$ cat src/rtl/exe_branch_unit_pkg.sv
// Shared definitions for the execute-stage branch unit: opcodes, funct3 codes,
// write-enable levels, 2-bit predictor encodings and immediate decoders.
package exe_branch_unit_pkg;

    localparam logic [6:0] OPC_BRANCH = 7'b1100011;
    localparam logic [6:0] OPC_JAL    = 7'b1101111;
    localparam logic [6:0] OPC_JALR   = 7'b1100111;

    localparam logic [2:0] F3_BEQ  = 3'b000;
    localparam logic [2:0] F3_BNE  = 3'b001;
    localparam logic [2:0] F3_BLT  = 3'b100;
    localparam logic [2:0] F3_BGE  = 3'b101;
    localparam logic [2:0] F3_BLTU = 3'b110;
    localparam logic [2:0] F3_BGEU = 3'b111;

    localparam logic WRITE_ENABLE  = 1'b1;
    localparam logic WRITE_DISABLE = 1'b0;

    typedef enum logic [1:0] {
        BHT_SNT = 2'b00,
        BHT_WNT = 2'b01,
        BHT_WT  = 2'b10,
        BHT_ST  = 2'b11
    } bht_cnt_e;

    localparam bht_cnt_e BHT_RESET = BHT_WNT;

    function automatic logic [31:0] imm_i(input logic [31:0] inst);
        return {{20{inst[31]}}, inst[31:20]};
    endfunction

    function automatic logic [31:0] imm_b(input logic [31:0] inst);
        return {{19{inst[31]}}, inst[31], inst[7], inst[30:25], inst[11:8], 1'b0};
    endfunction

    function automatic logic [31:0] imm_j(input logic [31:0] inst);
        return {{11{inst[31]}}, inst[31], inst[19:12], inst[20], inst[30:21], 1'b0};
    endfunction

    // Saturating 2-bit counter step: taken moves toward BHT_ST, not-taken toward BHT_SNT.
    function automatic bht_cnt_e bht_next(input bht_cnt_e cnt, input logic taken);
        bht_cnt_e nxt;
        nxt = cnt;
        case (cnt)
            BHT_SNT: nxt = taken ? BHT_WNT : BHT_SNT;
            BHT_WNT: nxt = taken ? BHT_WT  : BHT_SNT;
            BHT_WT:  nxt = taken ? BHT_ST  : BHT_WNT;
            BHT_ST:  nxt = taken ? BHT_ST  : BHT_WT;
            default: nxt = BHT_RESET;
        endcase
        return nxt;
    endfunction

endpackage

$ cat src/rtl/bht_2bit.sv
// Branch history table of 2-bit saturating counters with one combinational
// lookup port and one update port written on the clock edge.
module bht_2bit
    import exe_branch_unit_pkg::*;
#(
    parameter int DEPTH = 16,
    parameter int IDX_W = $clog2(DEPTH)
) (
    input  logic             clk_i,
    input  logic             rst_i,
    input  logic [IDX_W-1:0] lookup_idx_i,
    output logic             lookup_taken_o,
    input  logic             upd_en_i,
    input  logic [IDX_W-1:0] upd_idx_i,
    input  logic             upd_taken_i
);

    bht_cnt_e cnt_q [DEPTH];

    assign lookup_taken_o = cnt_q[lookup_idx_i][1];

    // Counter array: reset to weakly not-taken, one saturating step per update.
    always_ff @(posedge clk_i or posedge rst_i) begin
        if (rst_i) begin
            for (int i = 0; i < DEPTH; i++) begin
                cnt_q[i] <= BHT_RESET;
            end
        end else if (upd_en_i) begin
            cnt_q[upd_idx_i] <= bht_next(cnt_q[upd_idx_i], upd_taken_i);
        end
    end

endmodule

$ cat src/rtl/exe_branch_unit.sv
// Execute-stage branch/jump resolution: computes JAL/JALR/branch targets,
// resolves direction mispredicts, trains the BHT and counts mispredicts.
module exe_branch_unit
    import exe_branch_unit_pkg::*;
#(
    parameter int DATA_WIDTH = 32,
    parameter int ADDR_WIDTH = 32,
    parameter int BHT_DEPTH  = 16,
    parameter int CNT_WIDTH  = 32
) (
    input  logic                  clk_i,
    input  logic                  rst_i,
    input  logic                  valid_i,
    input  logic                  stall_i,
    input  logic [31:0]           inst_i,
    input  logic [ADDR_WIDTH-1:0] inst_addr_i,
    input  logic [DATA_WIDTH-1:0] op1_i,
    input  logic [DATA_WIDTH-1:0] op2_i,
    input  logic                  pred_taken_i,
    input  logic [ADDR_WIDTH-1:0] lookup_addr_i,
    output logic                  lookup_taken_o,
    output logic                  valid_o,
    output logic                  reg_we_o,
    output logic [DATA_WIDTH-1:0] reg_wdata_o,
    output logic                  jump_we_o,
    output logic [ADDR_WIDTH-1:0] jump_addr_o,
    output logic                  mispredict_o,
    output logic                  misalign_o,
    output logic [CNT_WIDTH-1:0]  mispredict_cnt_o
);

    localparam int IDX_W = $clog2(BHT_DEPTH);

    logic [6:0]            opcode_s;
    logic [2:0]            funct3_s;
    logic                  capture_s;
    logic [ADDR_WIDTH-1:0] link_s;
    logic [ADDR_WIDTH-1:0] jal_tgt_s;
    logic [ADDR_WIDTH-1:0] jalr_sum_s;
    logic [ADDR_WIDTH-1:0] jalr_tgt_s;
    logic [ADDR_WIDTH-1:0] jmp_tgt_s;
    logic [ADDR_WIDTH-1:0] br_tgt_s;
    logic [ADDR_WIDTH-1:0] br_dest_s;
    logic                  br_known_s;
    logic                  br_taken_s;
    logic                  bht_upd_s;
    logic                  lookup_unused_s;

    logic                  valid_d, valid_q;
    logic                  reg_we_d, reg_we_q;
    logic [DATA_WIDTH-1:0] reg_wdata_d, reg_wdata_q;
    logic                  jump_we_d, jump_we_q;
    logic [ADDR_WIDTH-1:0] jump_addr_d, jump_addr_q;
    logic                  mispredict_d, mispredict_q;
    logic                  misalign_d, misalign_q;
    logic [CNT_WIDTH-1:0]  cnt_q;

    assign opcode_s   = inst_i[6:0];
    assign funct3_s   = inst_i[14:12];
    assign capture_s  = valid_i & ~stall_i;
    assign link_s     = inst_addr_i + ADDR_WIDTH'(32'd4);
    assign jal_tgt_s  = inst_addr_i + ADDR_WIDTH'($signed(imm_j(inst_i)));
    assign jalr_sum_s = ADDR_WIDTH'(op1_i) + ADDR_WIDTH'($signed(imm_i(inst_i)));
    assign jalr_tgt_s = {jalr_sum_s[ADDR_WIDTH-1:1], 1'b0};
    assign jmp_tgt_s  = (opcode_s == OPC_JAL) ? jal_tgt_s : jalr_tgt_s;
    assign br_tgt_s   = inst_addr_i + ADDR_WIDTH'($signed(imm_b(inst_i)));
    assign br_dest_s  = br_taken_s ? br_tgt_s : link_s;

    // Only the index bits of the fetch PC select a predictor entry.
    assign lookup_unused_s = ^{lookup_addr_i[ADDR_WIDTH-1:IDX_W+2], lookup_addr_i[1:0]};

    // Branch condition evaluation; unknown funct3 encodings are flagged.
    always_comb begin
        br_known_s = 1'b1;
        br_taken_s = 1'b0;
        case (funct3_s)
            F3_BEQ:  br_taken_s = (op1_i == op2_i);
            F3_BNE:  br_taken_s = (op1_i != op2_i);
            F3_BLT:  br_taken_s = ($signed(op1_i) <  $signed(op2_i));
            F3_BGE:  br_taken_s = ($signed(op1_i) >= $signed(op2_i));
            F3_BLTU: br_taken_s = (op1_i <  op2_i);
            F3_BGEU: br_taken_s = (op1_i >= op2_i);
            default: br_known_s = 1'b0;
        endcase
    end

    // Result next-state: zeros unless a capture produces writes or a redirect.
    always_comb begin
        valid_d      = 1'b0;
        reg_we_d     = WRITE_DISABLE;
        reg_wdata_d  = '0;
        jump_we_d    = WRITE_DISABLE;
        jump_addr_d  = '0;
        mispredict_d = 1'b0;
        misalign_d   = 1'b0;
        bht_upd_s    = 1'b0;
        if (capture_s) begin
            valid_d = 1'b1;
            case (opcode_s)
                OPC_JAL, OPC_JALR: begin
                    jump_addr_d = jmp_tgt_s;
                    if (jmp_tgt_s[1:0] != 2'b00) begin
                        misalign_d = 1'b1;
                    end else begin
                        jump_we_d   = WRITE_ENABLE;
                        reg_we_d    = WRITE_ENABLE;
                        reg_wdata_d = DATA_WIDTH'(link_s);
                    end
                end
                OPC_BRANCH: begin
                    if (!br_known_s) begin
                        valid_d = 1'b1;
                    end else if (br_taken_s && (br_tgt_s[1:0] != 2'b00)) begin
                        misalign_d  = 1'b1;
                        jump_addr_d = br_tgt_s;
                    end else begin
                        bht_upd_s = 1'b1;
                        if (br_taken_s != pred_taken_i) begin
                            jump_we_d    = WRITE_ENABLE;
                            mispredict_d = 1'b1;
                            jump_addr_d  = br_dest_s;
                        end else begin
                            jump_we_d = WRITE_DISABLE;
                        end
                    end
                end
                default: valid_d = 1'b1;
            endcase
        end else begin
            valid_d = 1'b0;
        end
    end

    // Output and mispredict-counter registers; a stall freezes everything.
    always_ff @(posedge clk_i or posedge rst_i) begin
        if (rst_i) begin
            valid_q      <= 1'b0;
            reg_we_q     <= WRITE_DISABLE;
            reg_wdata_q  <= '0;
            jump_we_q    <= WRITE_DISABLE;
            jump_addr_q  <= '0;
            mispredict_q <= 1'b0;
            misalign_q   <= 1'b0;
            cnt_q        <= '0;
        end else if (!stall_i) begin
            valid_q      <= valid_d;
            reg_we_q     <= reg_we_d;
            reg_wdata_q  <= reg_wdata_d;
            jump_we_q    <= jump_we_d;
            jump_addr_q  <= jump_addr_d;
            mispredict_q <= mispredict_d;
            misalign_q   <= misalign_d;
            if (mispredict_d) begin
                cnt_q <= cnt_q + {{(CNT_WIDTH-1){1'b0}}, 1'b1};
            end
        end
    end

    bht_2bit #(
        .DEPTH (BHT_DEPTH),
        .IDX_W (IDX_W)
    ) u_bht (
        .clk_i          (clk_i),
        .rst_i          (rst_i),
        .lookup_idx_i   (lookup_addr_i[IDX_W+1:2]),
        .lookup_taken_o (lookup_taken_o),
        .upd_en_i       (bht_upd_s),
        .upd_idx_i      (inst_addr_i[IDX_W+1:2]),
        .upd_taken_i    (br_taken_s)
    );

    assign valid_o          = valid_q;
    assign reg_we_o         = reg_we_q;
    assign reg_wdata_o      = reg_wdata_q;
    assign jump_we_o        = jump_we_q;
    assign jump_addr_o      = jump_addr_q;
    assign mispredict_o     = mispredict_q;
    assign misalign_o       = misalign_q;
    assign mispredict_cnt_o = cnt_q;

endmodule
$ cat config.mk
export PLATFORM = sky130hd
export DESIGN_NAME = exe_branch_unit
export DESIGN_NICKNAME = d
export VERILOG_FILES = /design/src/rtl/exe_branch_unit_pkg.sv /design/src/rtl/bht_2bit.sv /design/src/rtl/exe_branch_unit.sv
export SDC_FILE = /design/constraint.sdc
export NUM_CORES = 1
export LEC_CHECK = 0
export ABC_AREA = 1
export CORE_MARGIN = 5
export CORE_UTILIZATION = 49
export CTS_CLUSTER_SIZE = 8
export DETAILED_ROUTE_END_ITERATION = 7
export PLACE_DENSITY = 0.83
export REMOVE_ABC_BUFFERS = 1
export SKIP_LAST_GASP = 1
export SLEW_MARGIN = 20
export SYNTH_ARGS = -nofsm -noshare
export SYNTH_HDL_FRONTEND = slang
export SYNTH_SLANG_ARGS = --single-unit
export TNS_END_PERCENT = 1
$ cat constraint.sdc
create_clock -name clk_i -period 4.3 [get_ports clk_i]
set_input_delay 0.86 -clock clk_i [delete_from_list [all_inputs] [get_ports clk_i]]
set_output_delay 0.86 -clock clk_i [all_outputs]
set_load 0.005 [all_outputs]
==> metrics.txt <==
area of the multi-input gates=9010 µm²; Post-synth EDFFs=0; failing checks=DRC; routability cong.=1.02; HP Start=mispredict_o; hpwl dp=40600 µm; overall routed net length=49900 µm; worst hold endpoint=mispredict_o; synth warn=0; post-synthesis instance area=13400 µm²; Leak Pwr=0.00804 µW; post-route cell area=17100 µm²; fin nets=2615; reg2reg path depth=12; Top-Level Pins=267; grt ovf=0; outcome=finished, violations left; ys flop type=dfrtp_1; vias per inst=5.77; cells after synthesis=2067; f_max=0.264 GHz; Tmin final=3.79 ns; Hold Worst Slack=0.484 ns; GRT Overall Usage=31.9%; fin cells=2691; post-synth top area share=21.8%; CP required=4.63 ns; DRC viols=2; crit-path leading delay family=simple AND/OR/NAND/NOR gates; Max Cap Viol=0; Antenna Nets Post-Route=0; Num CTS Buffers=17; Syn-to-layout area delta=27.2%; share of cells above drive strength 1=6.34%; largest net degree at the start of global routing=70; Synth Register Bits=133; synth top area cells=dfrtp_1 22%, nand2_1 16%, ha_1 10%; post-route clock period utilization=88.2%; vias in the first global route=15.0k; register-to-register setup slack=1.92 ns; cell at the slowest stage of the critical path=clkdlybuf4s50_1; unrepaired setup endpoints after global routing=false; post-CTS setup repair buffer count=0; final core occ=63.3%; DRT Pass-1 Iters=8; hold depth=2; Hold-fix buffers, CTS=0; Worst setup SP type=primary input; initial antenna violation count=0; Ant. Diodes=0; Clock Skew=0.0107 ns; Worst-path clk slew=0.07 ns; Peak VDD IR=0.240 mV; Hold Vio Cnt, Final=0; Setup crit end kind=register; # rows=60; cell taking the most area after synthesis=dfrtp_1; worst skew pair latency=0.43 ns; root buffer cell=clkbuf_16; Most common cell on crit path=nand2_1; worst flop-to-flop path endpoint=mispredict_cnt_o[26]; CP Max Fanout=23; die area=30800 µm²; core area=27000 µm²; CP Class=in -> reg; Sequential cell area=3350 µm²; Buffers on Ports=238; # fillers=2483; WP buf/inv=4; drt wl/cell=18.6 µm; CP Data Arrival Time=4.12 ns; DRT iter0 DRCs=1712; H-tree depth=4; area post-placement=16500 µm²; Post-synth ARST share=100%; initial core utilization=49.8%; Pwr per Cell Area=236 nW/µm²; CTS tree=done; Placed Instances=2659; first-pass GRT wire length=78400 µm; syn avg cell area=6.49 µm²; vias after detailed routing=15.5k; Max Slew Vio Count=0; clock sink total=133; type of the most critical hold path=reg -> reg; Die Ht=175 µm; worst reg2reg startpoint=mispredict_cnt_o[0]; Worst-Margin Slew=0.768 ns; Max Root-Sink Buffers=2; Resized cells post-CTS=0; synth unique cells=57; crit-path max cell delay=0.75 ns; register area share after synthesis=25.0%; Worst slew margin=48.2%; critical path, cell by cell=clkdlybuf4s50_1 > buf_4 > inv_2 > nor3_4 > nand2_1 > nor2_1 > nand2_1 > inv_1 > nand4_1 > nor2_1 > nand2_1 > xor2_1 > nand2_1 > o21ai_1 > o21ai_1 > nand2_1 > nand2_1; final setup vio count=0; DIE WIDTH=175 µm
[state kept, by name, summed over array words and instances, names as in the netlist]
name / count
jump_addr_o: 32
jump_we_o: 1
misalign_o: 1
mispredict_cnt_o: 32
mispredict_o: 1
reg_wdata_o: 32
reg_we_o: 1
u_bht.cnt_q: 32
valid_o: 1
[layout make-up]
type,count,area share (%)
well taps,341,2.50
repair buffers,291,16.7
flip-flops and latches,133,19.6
clock buffers,19,2.60
clock inverters,13,0.653
multi-input cells,1660,52.8
inverters,234,5.16
[tightest hold or removal path: stages (launching register included)]
cell	delay [ns]
dfrtp_1	0.34
nand2_1	0.06
nand2_1	0.05
[report_power, final]
group          switching (µW)  total, µW  internal, µW
Sequential               6.32       1270          1260
Combinational             832       1330           499
Clock                     654       1430           773
Total                    1490       4020          2530
[synth_stat cells (9+ instances only)]
| library cell | n |
|---|---|
| nand3_1 | 95 |
| a21o_1 | 10 |
| nand4_1 | 40 |
| a21oi_1 | 151 |
| nor2_1 | 190 |
| inv_1 | 226 |
| xor2_1 | 68 |
| nor4_1 | 11 |
| ha_1 | 110 |
| o21ai_1 | 22 |
| dfrtp_1 | 117 |
| nand2_1 | 575 |
| xnor2_1 | 27 |
| o211ai_1 | 18 |
| a31oi_1 | 9 |
| or2_2 | 12 |
| nor3_1 | 33 |
| o21ai_0 | 209 |
| clkbuf_1 | 26 |
| dfstp_2 | 16 |
[stage by stage]
| stage | setup WS, ns | TNS [ns] | power [µW] |
|---|---|---|---|
| 2_1_floorplan | -0.0879 | -10.29 | 2060 |
| 3_3_place_gp | 0.252 | 0 | 2560 |
| 3_5_place_dp | 0.225 | 0 | 2580 |
| 4_1_cts | 0.623 | 0 | 4000 |
| 5_1_grt | 0.388 | 0 | 4220 |
| 6_report | 0.505 | 0 | 4020 |
[cells by family after synthesis]
group,Yosys count,synth area share [%]
multiplexers,5,0.373
AND/OR/NAND/NOR,988,31.3
AO/OA/AOI/OAI,457,18.4
buffers and inverters,274,7.91
XOR/XNOR,95,6.20
adder cells (fa/ha/maj),115,10.9
flip-flops,133,25.0
[placed cells by master (no fill, tap or decap), types with 4 or more instances in the layout]
cell type,Yosys,final
dfrtp_1,117,117
o21bai_1,7,7
dfstp_2,16,16
nand4_1,40,40
mux2i_1,5,5
inv_1,226,225
a221oi_1,4,4
xor2_1,68,68
nor2_1,190,190
nand2_2,5,5
nor2_2,8,8
buf_4,5,47
clkdlybuf4s50_1,0,236
a21o_1,10,10
a31oi_1,9,9
nand2_1,575,575
xnor2_1,27,27
or2_2,12,12
a21boi_0,4,4
clkbuf_16,0,17
inv_2,6,6
nor4_1,11,11
inv_6,0,6
o21a_1,6,6
o211ai_1,18,18
nor3_1,33,33
a21oi_1,151,151
nand3_1,95,95
ha_1,110,110
o21ai_0,209,209
o22ai_1,4,4
buf_12,0,6
o21ai_1,22,22
[routing by layer]
metal,GRT usage [%],up-vias,routed length [µm]
met2,53.2,749,23100
met5,0,-,0
met4,14.9,0,2640
li1,-,7431,-
met1,40.1,7174,20200
met3,5.90,163,4030
[worst max path at each step]
stage	startpoint	slack (ns)	depth (start not counted)	endpoint
after floorplan	rst_i	-0.09	1	jump_addr_o[0]
after global placement	inst_addr_i[2]	0.25	17	jump_addr_o[29]
after detailed placement	inst_addr_i[2]	0.22	17	jump_addr_o[27]
after CTS	lookup_addr_i[2]	0.62	5	lookup_taken_o
after global routing	inst_addr_i[2]	0.39	17	jump_addr_o[27]
final	inst_addr_i[2]	0.51	17	jump_addr_o[27]
Note: power is estimated with default switching activity, not from simulation.
